<file path="config.mk">
export PLATFORM = sky130hd
export DESIGN_NAME = fdiv_iter
export DESIGN_NICKNAME = d
export VERILOG_FILES = /design/src/rtl/fdiv_iter_pkg.sv /design/src/rtl/fdiv_step.sv /design/src/rtl/fdiv_iter.sv
export SDC_FILE = /design/constraint.sdc
export NUM_CORES = 1
export LEC_CHECK = 0
export ABC_AREA = 1
export CORE_ASPECT_RATIO = 1.75
export CORE_MARGIN = 5
export CORE_UTILIZATION = 45
export DETAILED_ROUTE_END_ITERATION = 8
export HOLD_SLACK_MARGIN = 0.08
export PLACE_DENSITY = 0.63
export SLEW_MARGIN = 30
export SYNTH_ARGS = -nofsm -noshare
export SYNTH_HDL_FRONTEND = slang
export SYNTH_HIERARCHICAL = 1
export SYNTH_SLANG_ARGS = --single-unit
</file>
<file path="constraint.sdc">
create_clock -name clk -period 10.1 [get_ports clk]
set_input_delay 2.525 -clock clk [delete_from_list [all_inputs] [get_ports clk]]
set_output_delay 2.525 -clock clk [all_outputs]
set_load 0.02 [all_outputs]
</file>
<file path="src/rtl/fdiv_iter_pkg.sv">
// Shared binary32 constants, FSM/result-class encodings and a leading-zero helper
// for the iterative divider.
package fdiv_iter_pkg;

  localparam int EXP_W  = 8;
  localparam int FRAC_W = 23;
  localparam int MANT_W = 24;
  localparam int BIAS   = 127;
  localparam int QUO_W  = 26;
  localparam logic [31:0] QNAN = 32'h7FC0_0000;

  typedef enum logic [1:0] {ST_IDLE, ST_PREP, ST_ITER, ST_DONE} state_e;
  typedef enum logic [1:0] {RK_NUM, RK_ZERO, RK_INF, RK_NAN} kind_e;

  function automatic logic [4:0] lzc24(input logic [MANT_W-1:0] m);
    logic [4:0] n;
    n = 5'd24;
    for (int i = 0; i < MANT_W; i++)
      if (m[i]) n = 5'(MANT_W - 1 - i);
    return n;
  endfunction

endpackage

</file>
<file path="src/rtl/fdiv_step.sv">
// One radix-2 restoring division step: trial subtract, quotient bit, shifted remainder.
module fdiv_step
  import fdiv_iter_pkg::*;
(
  input  logic [MANT_W:0]   rem,
  input  logic [MANT_W-1:0] dvs,
  output logic              q,
  output logic [MANT_W:0]   rem_nxt
);
  logic [MANT_W+1:0] diff;
  logic [MANT_W:0]   rem_sel;

  assign diff    = {1'b0, rem} - {2'b0, dvs};
  assign q       = ~diff[MANT_W+1];
  assign rem_sel = q ? diff[MANT_W:0] : rem;
  assign rem_nxt = rem_sel << 1;

endmodule

</file>
<file path="src/rtl/fdiv_iter.sv">
// Iterative binary32 divider, BPC quotient bits per cycle, fixed latency.
// Define FDIV_SPECIAL_EN to enable NaN/infinity handling.
module fdiv_iter
  import fdiv_iter_pkg::*;
#(
  parameter int BPC = 1
) (
  input  logic        clk,
  input  logic        rstn,
  input  logic        order,
  output logic        accepted,
  output logic        done,
  input  logic [31:0] rs1,
  input  logic [31:0] rs2,
  output logic [31:0] rd
);
  localparam int ITER = (QUO_W + BPC - 1) / BPC;
  localparam int QW   = ITER * BPC;
  localparam int XB   = QW - QUO_W;
  localparam int CW   = $clog2(ITER);

  state_e               state, state_nxt;
  logic [CW-1:0]        cnt;
  logic [31:0]          opa, opb;
  logic [MANT_W:0]      rem_q;
  logic [MANT_W-1:0]    dvs_q;
  logic [QW-1:0]        quo_q;
  logic signed [10:0]   exp_q;
  logic                 sign_q;
  kind_e                kind_q;

  assign accepted = order & rstn & (state == ST_IDLE);

  always_ff @(posedge clk) begin
    if (!rstn) state <= ST_IDLE;
    else       state <= state_nxt;
  end

  always_comb begin
    state_nxt = state;
    case (state)
      ST_IDLE: if (accepted) state_nxt = ST_PREP;
      ST_PREP: state_nxt = ST_ITER;
      ST_ITER: if (cnt == CW'(ITER - 1)) state_nxt = ST_DONE;
      ST_DONE: state_nxt = ST_IDLE;
      default: state_nxt = ST_IDLE;
    endcase
  end

  // Operand unpack: subnormals get exponent 1 and are shifted up to a leading one.
  logic [MANT_W-1:0]  ma_raw, mb_raw, ma, mb;
  logic [4:0]         sha, shb;
  logic signed [10:0] ea, eb, exp_n;
  logic               a_zero, b_zero;
  kind_e              kind_n;

  always_comb begin
    ma_raw = {|opa[30:23], opa[22:0]};
    mb_raw = {|opb[30:23], opb[22:0]};
    sha    = lzc24(ma_raw);
    shb    = lzc24(mb_raw);
    ma     = ma_raw << sha;
    mb     = mb_raw << shb;
    ea     = $signed({3'b0, opa[30:23] | {7'b0, ~|opa[30:23]}}) - $signed({6'b0, sha});
    eb     = $signed({3'b0, opb[30:23] | {7'b0, ~|opb[30:23]}}) - $signed({6'b0, shb});
    exp_n  = ea - eb + $signed(11'(BIAS));
    a_zero = ~|opa[30:0];
    b_zero = ~|opb[30:0];
  end

`ifdef FDIV_SPECIAL_EN
  logic a_inf, b_inf, a_nan, b_nan;
  always_comb begin
    a_inf  = (&opa[30:23]) & ~|opa[22:0];
    b_inf  = (&opb[30:23]) & ~|opb[22:0];
    a_nan  = (&opa[30:23]) & |opa[22:0];
    b_nan  = (&opb[30:23]) & |opb[22:0];
    kind_n = RK_NUM;
    if (a_nan | b_nan | (a_zero & b_zero) | (a_inf & b_inf)) kind_n = RK_NAN;
    else if (a_inf | b_zero)                                 kind_n = RK_INF;
    else if (b_inf | a_zero)                                 kind_n = RK_ZERO;
  end
`else
  always_comb begin
    kind_n = RK_NUM;
    if (b_zero)      kind_n = RK_INF;
    else if (a_zero) kind_n = RK_ZERO;
  end
`endif

  logic [BPC:0][MANT_W:0] rem_c;
  logic [BPC-1:0]         q_c;

  assign rem_c[0] = rem_q;
  for (genvar i = 0; i < BPC; i++) begin : g_step
    fdiv_step u_step (
      .rem    (rem_c[i]),
      .dvs    (dvs_q),
      .q      (q_c[BPC-1-i]),
      .rem_nxt(rem_c[i+1])
    );
  end

  // Quotient bits past the 26 that matter only feed the sticky bit.
  logic extra;
  if (XB > 0) begin : g_xb
    assign extra = |quo_q[XB-1:0];
  end else begin : g_nxb
    assign extra = 1'b0;
  end

  logic [QUO_W-1:0]   q26;
  logic               norm, grd, stk, rnd;
  logic [MANT_W-1:0]  mant;
  logic [MANT_W:0]    mant_r;
  logic signed [10:0] exp_r;
  logic [31:0]        res;
  logic               unused_ok;

  assign q26       = quo_q[QW-1 -: QUO_W];
  assign unused_ok = mant_r[MANT_W-1];

  always_comb begin
    norm   = q26[QUO_W-1];
    mant   = norm ? q26[QUO_W-1:2] : q26[QUO_W-2:1];
    grd    = norm ? q26[1] : q26[0];
    stk    = (norm & q26[0]) | extra | (|rem_q);
    rnd    = grd & (stk | mant[0]);
    mant_r = {1'b0, mant} + {{MANT_W{1'b0}}, rnd};
    // A rounding carry leaves mant_r = 2^24, whose low 23 bits are already zero.
    exp_r  = exp_q - $signed({10'b0, ~norm}) + $signed({10'b0, mant_r[MANT_W]});
    res    = {sign_q, exp_r[EXP_W-1:0], mant_r[FRAC_W-1:0]};
    if (exp_r < 11'sd1) begin
      res = {sign_q, 31'd0};
    end else if (exp_r > 11'sd254) begin
`ifdef FDIV_SPECIAL_EN
      res = {sign_q, 8'hFF, 23'd0};
`else
      res = {sign_q, 8'hFE, 23'h7FFFFF};
`endif
    end
    case (kind_q)
      RK_ZERO: res = {sign_q, 31'd0};
      RK_INF:  res = {sign_q, 8'hFF, 23'd0};
`ifdef FDIV_SPECIAL_EN
      RK_NAN:  res = QNAN;
`endif
      default: ;
    endcase
  end

  always_ff @(posedge clk) begin
    if (!rstn) begin
      done <= 1'b0;
      rd   <= '0;
      cnt  <= '0;
    end else begin
      done <= (state == ST_DONE);
      if (accepted) begin
        opa <= rs1;
        opb <= rs2;
      end
      if (state == ST_PREP) begin
        rem_q  <= {1'b0, ma};
        dvs_q  <= mb;
        exp_q  <= exp_n;
        sign_q <= opa[31] ^ opb[31];
        kind_q <= kind_n;
        quo_q  <= '0;
        cnt    <= '0;
      end
      if (state == ST_ITER) begin
        rem_q <= rem_c[BPC];
        quo_q <= {quo_q[QW-BPC-1:0], q_c};
        cnt   <= cnt + 1'b1;
      end
      if (state == ST_DONE) rd <= res;
    end
  end

endmodule

</file>
==> results of run 1 <==
==> critical path: stages <==
cell and delay (ps):
clkdlybuf4s50_1 660, nand2_1 180, nor2_1 110, clkdlybuf4s50_1 600
==> flip-flops by register name (all words and copies together), names as in the netlist, 5 cells and up <==
signal,cells
cnt,5
rem_q,25
opb,32
rd,32
dvs_q,24
exp_q,11
opa,32
q26,26
==> layer usage <==
| layer | wire, um | global-route usage [%] | vias up |
|---|---|---|---|
| met4 | 3228 | 16.30 | 0 |
| met1 | 12610 | 20.13 | 5688 |
| met2 | 20800 | 42.13 | 318 |
| li1 | - | - | 6383 |
| met5 | 0 | 0 | - |
| met3 | 1224 | 2.668 | 125 |
==> how the worst max path moves through the flow <==
stage | endpoint | slack, ps | depth (start not counted)
CTS | accepted | 3510 | 4
detailed placement | accepted | 3520 | 4
finish | accepted | 3490 | 4
global placement | accepted | 3520 | 4
global route | rd[11]$_SDFFE_PN0P_ | 2840 | 35
floorplan | opa[0]$_DFFE_PP_ | 4050 | 3
==> logic make-up (layout without fill, tap and decap cells) <==
logic type      count (synthesis)  in the layout  share of synthesized area (%)
buf+inv                       355            434                          10.07
other cells                     1              1                        0.02677
xor+xnor                       53             53                          3.314
mux                            14             14                          1.000
compound gates                185            185                          7.039
flops                         193            193                          38.52
fa+ha+maj                      79             79                          7.325
simple gates                 1042           1042                          32.71
==> layout make-up <==
class,instances,area [sq um]
tap,391,489.2
clock buffer,20,489.2
inverter,294,1105
clock inverter,12,112.6
fill,3018,14870
timing repair buffer,108,1061
sequential,193,5395
multi-input combinational,1374,7216
==> power groups by stage <==
stage | clock network [mW] | logic, mW | registers, mW
2_1_floorplan | 0 | 1.01 | 1.14
3_3_place_gp | 0 | 1.38 | 1.17
3_5_place_dp | 0 | 1.39 | 1.17
4_1_cts | 0.704 | 1.40 | 1.16
5_1_grt | 0.733 | 1.57 | 1.17
6_report | 0.684 | 1.40 | 1.16
==> cell usage in the layout, fill, tap and decap left out, types with 4 or more instances in the layout <==
cell type,count
clkdlybuf4s50_1,100
nor4_1,16
buf_4,8
fa_1,5
inv_1,279
nand2_1,597
mux2i_1,14
o21bai_1,4
dfxtp_1,40
clkbuf_16,19
ha_1,73
xnor2_1,19
o21ai_1,26
clkinv_1,4
or2_1,4
nor3_1,13
inv_2,10
nand4_1,23
nor2_1,97
nor2_2,7
o21ai_0,46
nand2_2,8
xor2_1,34
or2_2,6
nand3_1,237
nor2_4,7
edfxtp_1,153
o21a_1,4
nand3b_1,7
nand3_2,9
a21oi_1,91
==> metrics.yaml, run 1 <==
power_and_ir_drop:
  power.share.clock_pct: 21.1
  p_per_area_nw_per_um2: 203.9
  comb_power_share_pct: 43.1
  p_sw_share_pct: 42.28
  irDropWorstVdd_uv: 264.5
  share_seq_of_total_power_pct: 35.7
  cellLeakagePower_nw: 7.381
  intPower_mw: 1.868
  power_mw: 3.236
  power.switching_mw: 1.368
logic_synthesis:
  synthFlopType: "edfxtp_1"
  synthesis.area_sq_um: 14010
  yosys_warnings: 6
  ys_seq_area_share_pct: 38.52
  yosys.area.top_type: "edfxtp_1"
  netlist_instances: 1922
  synthTopCellsByCount: "nand2_1 (597), inv_1 (282), nand3_1 (237), edfxtp_1 (153), nor2_1 (98)"
  synth_most_common_cell: "nand2_1"
  synthArstFlopShare_pct: 0
  synthesis.nets: 2068
  synth-seq-cells: 193
  syn-mean-instance-area_sq_um: 7.288
  synth_edf_count: 153
  netlist.area_leader.share_pct: 32.80
  ys_top_cells_by_area: "edfxtp_1 (33%), nand2_1 (16%), nand3_1 (8.5%)"
  synth.distinct_cells: 54
placed_design:
  dp_slack_ps: 3515
  dpl.cell_count: 2360
  portBuffers: 100
  dp_hpwl_mm: 30.94
  dpl-instance-area_sq_um: 15270
  gp_congestion: 0.9641
timing:
  slew_headroom_pct: 39.29
  finalCritPeriodShare_pct: 65.40
  worst_pin_slew_ps: 905.0
  rsz0062_at_grt: "no"
  hold_ws_ps: 465.8
  period_needed_ps: 6605
  final.setup.tns_ps: 0
  slew_violations: 0
  hold_violations: 0
  fin_ws_ps: 3495
  fin_worst_skew_ps: 11.28
  fmax_mhz: 151.4
  setup_viol_count_final: 0
floorplan:
  coreArea_sq_um: 30740
  die_area_sq_um: 34890
  die_h_um: 243.4
  initial_core_util_pct: 45.57
  ios: 101
  die_w_um: 143.4
  num_rows: 85
grt:
  grt_pass1_vias: 12256
  grt-ovfl-total: 0
  grt_pass1_wl_mm: 60.21
  antenna_found_initial: 0
  grt_usage_pct: 21.88
  grt_max_degree: 65
setup_path:
  reg2reg_setup_slack_ps: 3580
  rr_startpoint: "q26[25]$_SDFFCE_PN0P_"
  required_ps: 7580
  start_kind: "primary input"
  cp_max_fo: 10
  arrival_ps: 4080
  end_kind: "output port"
  reg2reg_to: "rd[25]$_SDFFE_PN0P_"
  reg2regPathDepth: 35
  crit_start: "rstn"
  worstSetupPathType: "primary input to output port"
final_layout:
  final_nets: 2134
  final_core_util_pct: 51.63
  num_antenna_cells: 0
  syn_to_final_growth_pct: 13.28
  fin_cells: 2392
  stdcell_area_sq_um: 15870
  drive_gt1_share_pct: 4.998
min_path:
  worstHoldPathCells: 2
  hold_start: "rd[17]$_SDFFE_PN0P_"
  worstHoldPathType: "flop to flop"
  hold_end: "rd[17]$_SDFFE_PN0P_"
cts:
  cts.htree.levels: 4
  clock_latency_ps: 450
  cts_setup_buffers: 0
  cts-root-buf: "clkbuf_16"
  cts_buffer_depth: 2
  cts.sink_count: 193
  cts_hold_buffers: 0
  cts.clk_slew.worst_paths_ps: 70
  cts_tree: "done"
  post_cts_resized: 0
  cts-buffers-inserted: 17
run:
  cap_violations: 0
route:
  drt_iter0_drc: 563
  remaining_drc_errors: 0
  first_pass_iters: 7
  drt_wl_total_mm: 37.86
  vias: 12514
  wl_per_cell_um: 15.83
  vias_per_cell: 5.232
  drtAntennaViolNets: 0
run_status:
  status: "completed"
No activity file was read; power rests on OpenSTA's default activity.
==> inputs of run 2 (changes only) <==
==> constraint.sdc (replaced) <==
create_clock -name clk -period 6.59 [get_ports clk]
set_input_delay 1.6475 -clock clk [delete_from_list [all_inputs] [get_ports clk]]
set_output_delay 1.6475 -clock clk [all_outputs]
set_load 0.02 [all_outputs]
==> run 2 against run 1 <==
  * First-iteration DRC count up 14%
  * Worst hold slack better by 1.4 ps
  * Via count up 0.24%
  * Die area unchanged
  * Critical path type is now flop to flop
  * Sequential share of layout area down 0.24 points
  * Sequential power up 53%
  * Power up 53%
  * Highest routed layer unchanged
  * Combinational power up 56%
==> metrics.yaml, run 2 (same netlist as run 1, synthesis figures left out) <==
run_status:
  status: "completed"  # unchanged
setup_path:
  cp_max_fo: 15  # was 10
  slowest_delay_ps: 480  # was 660 ps
  worstSetupPathType: "flop to flop"  # was primary input to output port
  arrival_ps: 6260  # was 4080 ps
  end_kind: "flop"  # was output port
  crit_top_cell: "nand2_1"  # was clkdlybuf4s50_1
  critPathTopFamily: "simple AND/OR/NAND/NOR gates"  # was buffers and inverters
  cp_slowest_cell: "edfxtp_1"  # was clkdlybuf4s50_1
  worst-path-buf-inv: 6  # was 2
  rr_startpoint: "q26[25]$_SDFFCE_PN0P_"  # unchanged
  start_kind: "flop"  # was primary input
  required_ps: 6910  # was 7580 ps
  crit_start: "q26[25]$_SDFFCE_PN0P_"  # was rstn
timing:
  period_needed_ps: 5938
  slew_headroom_pct: 38.81  # was 39.29%
  fin_ws_ps: 651.5  # was 3495 ps
  fin_worst_skew_ps: 10.88  # was 11.28 ps
  finalCritPeriodShare_pct: 90.11
  rsz0062_at_grt: "no"  # unchanged
  fmax_mhz: 168.4
  final.setup.tns_ps: 0  # unchanged
  slew_violations: 0  # unchanged
  hold_violations: 0  # unchanged
  setup_viol_count_final: 0  # unchanged
  worst_pin_slew_ps: 910.8  # was 905.0 ps
cts:
  cts_buffer_depth: 2  # unchanged
  cts-root-buf: "clkbuf_16"  # unchanged
  cts_tree: "done"  # unchanged
  cts-buffers-inserted: 17  # unchanged
  cts.clk_slew.worst_paths_ps: 80  # was 70 ps
  clock_latency_ps: 460  # was 450 ps
  cts.htree.levels: 4  # unchanged
  cts.sink_count: 193  # unchanged
grt:
  grt-ovfl-total: 0  # unchanged
  antenna_found_initial: 0  # unchanged
  grt_max_degree: 63  # was 65
  grt_pass1_wl_mm: 59.73  # was 60.21 mm
  grt_usage_pct: 21.68  # was 21.88%
  grt_pass1_vias: 12004  # was 12256
route:
  met2WireLength_mm: 21.04  # was 20.80 mm
  wl_met3_mm: 1.170  # was 1.224 mm
  drt_wl_total_mm: 37.88  # was 37.86 mm
  wl_per_cell_um: 15.74  # was 15.83 um
  drtAntennaViolNets: 0  # unchanged
  remaining_drc_errors: 0  # unchanged
  vias_per_cell: 5.211  # was 5.232
  first_pass_iters: 5  # was 7
  vias: 12544  # was 12514
  highest_layer: "met4"  # unchanged
  met1_length_mm: 13.13  # was 12.61 mm
  drt_iter0_drc: 642  # was 563
power_and_ir_drop:
  p_sw_share_pct: 42.90  # was 42.28%
  p_per_area_nw_per_um2: 310.2  # was 203.9 nW/um^2
  cellLeakagePower_nw: 7.430  # was 7.381 nW
  power.share.clock_pct: 20.3  # was 21.1%
  irDropWorstVdd_uv: 246.4  # was 264.5 uV
  intPower_mw: 2.831  # was 1.868 mW
  comb_power_share_pct: 44.0  # was 43.1%
  share_seq_of_total_power_pct: 35.7  # about the same
  power.switching_mw: 2.127  # was 1.368 mW
floorplan:
  num_rows: 85  # unchanged
  initial_core_util_pct: 45.57  # unchanged
  die_area_sq_um: 34890  # unchanged
  die_w_um: 143.4  # unchanged
  ios: 101  # unchanged
  coreArea_sq_um: 30740  # unchanged
  die_h_um: 243.4  # unchanged
final_layout:
  layout_commonest_cell: "nand2_1"  # unchanged
  fin_cells: 2407  # was 2392
  num_antenna_cells: 0  # unchanged
  final_nets: 2149  # was 2134
  top_regs: "opa: 32 flops, opb: 32 flops, rd: 32 flops"  # unchanged
  final_cell_mix: "nand2_1 (597), inv_1 (278), nand3_1 (237), edfxtp_1 (153), clkdlybuf4s50_1 (100)"  # was nand2_1 (597), inv_1 (279), nand3_1 (237), edfxtp_1 (153), clkdlybuf4s50_1 (100)
  drive_gt1_share_pct: 5.754  # was 4.998%
  syn_to_final_growth_pct: 14.10  # was 13.28%
placed_design:
  dpl.cell_count: 2370  # was 2360
  dp_hpwl_mm: 30.62  # was 30.94 mm
  gp_congestion: 1.006  # was 0.9641
  dp_slack_ps: 385.0  # was 3515 ps
  portBuffers: 100  # unchanged
min_path:
  hold_start: "rd[7]$_SDFFE_PN0P_"  # was rd[17]$_SDFFE_PN0P_
  worstHoldPathType: "flop to flop"  # unchanged
run:
  cap_violations: 0  # unchanged
==> run 2: cell types whose count changed in the layout (fill, tap and decap cells not counted), sizes merged <==
cell / before / now
clkbuf: 20 / 17
clkinvlp: 0 / 3
buf: 8 / 22
clkinv: 11 / 12
==> run 2: per-layer routing <==
layer  global-route usage, %  up-vias
met3                   2.531      109
met2                   41.94      302
met1                   21.18     5726
li1                        -     6407
met5                       0        -
met4                   13.17        0
==> run 2: area by class of cell <==
| class | count | area, sq um |
|---|---|---|
| flip-flops and latches | 193 | 5395 |
| clock buffers | 17 | 425.4 |
| repair inverters | 1 | 7.507 |
| inverters | 294 | 1109 |
| repair buffers | 122 | 1199 |
| well taps | 391 | 489.2 |
| fillers | 3017 | 14750 |
| clock inverters | 15 | 146.4 |
| multi-input cells | 1374 | 7212 |
==> run 2: stage by stage <==
stage,hold WS (ps),util [%],instance area (sq um),total power [mW]
2_1_floorplan,447.5,-,14010,3.299
3_3_place_gp,453.6,49.88,15330,3.905
3_5_place_dp,458.5,49.97,15360,3.944
4_1_cts,469.9,51.83,15930,4.956
5_1_grt,489.4,52.00,15980,5.312
6_report,467.2,52.00,15980,4.958
==> run 2: worst min-delay path: stages, from the launching register on <==
cell     delay [ps]
dfxtp_1         310
nand2_1          60
a21oi_1          50
==> run 2: power groups by stage <==
| stage | registers [mW] | clock network (mW) | logic, mW |
|---|---|---|---|
| 2_1_floorplan | 1.75 | 0 | 1.55 |
| 3_3_place_gp | 1.80 | 0 | 2.11 |
| 3_5_place_dp | 1.80 | 0 | 2.14 |
| 4_1_cts | 1.77 | 1.03 | 2.15 |
| 5_1_grt | 1.78 | 1.07 | 2.45 |
| 6_report | 1.77 | 1.01 | 2.18 |
==> run 2: final timing paths <==
check	endpoint	depth (start not counted)	slack, ps
min	rd[7]$_SDFFE_PN0P_	2	470
max reg2reg	rd[22]$_SDFFE_PN0P_	35	650
min reg2reg	rd[7]$_SDFFE_PN0P_	2	470
max	rd[22]$_SDFFE_PN0P_	35	650
==> run 2: timing repair <==
item | 4_1_cts | 5_1_grt
endpoints found under the setup margin | 0 | 30
gates resized for setup | 0 | 2
hold buffers | 0 | 0
setup buffers | 0 | 4
endpoints found under the hold margin | 0 | 0
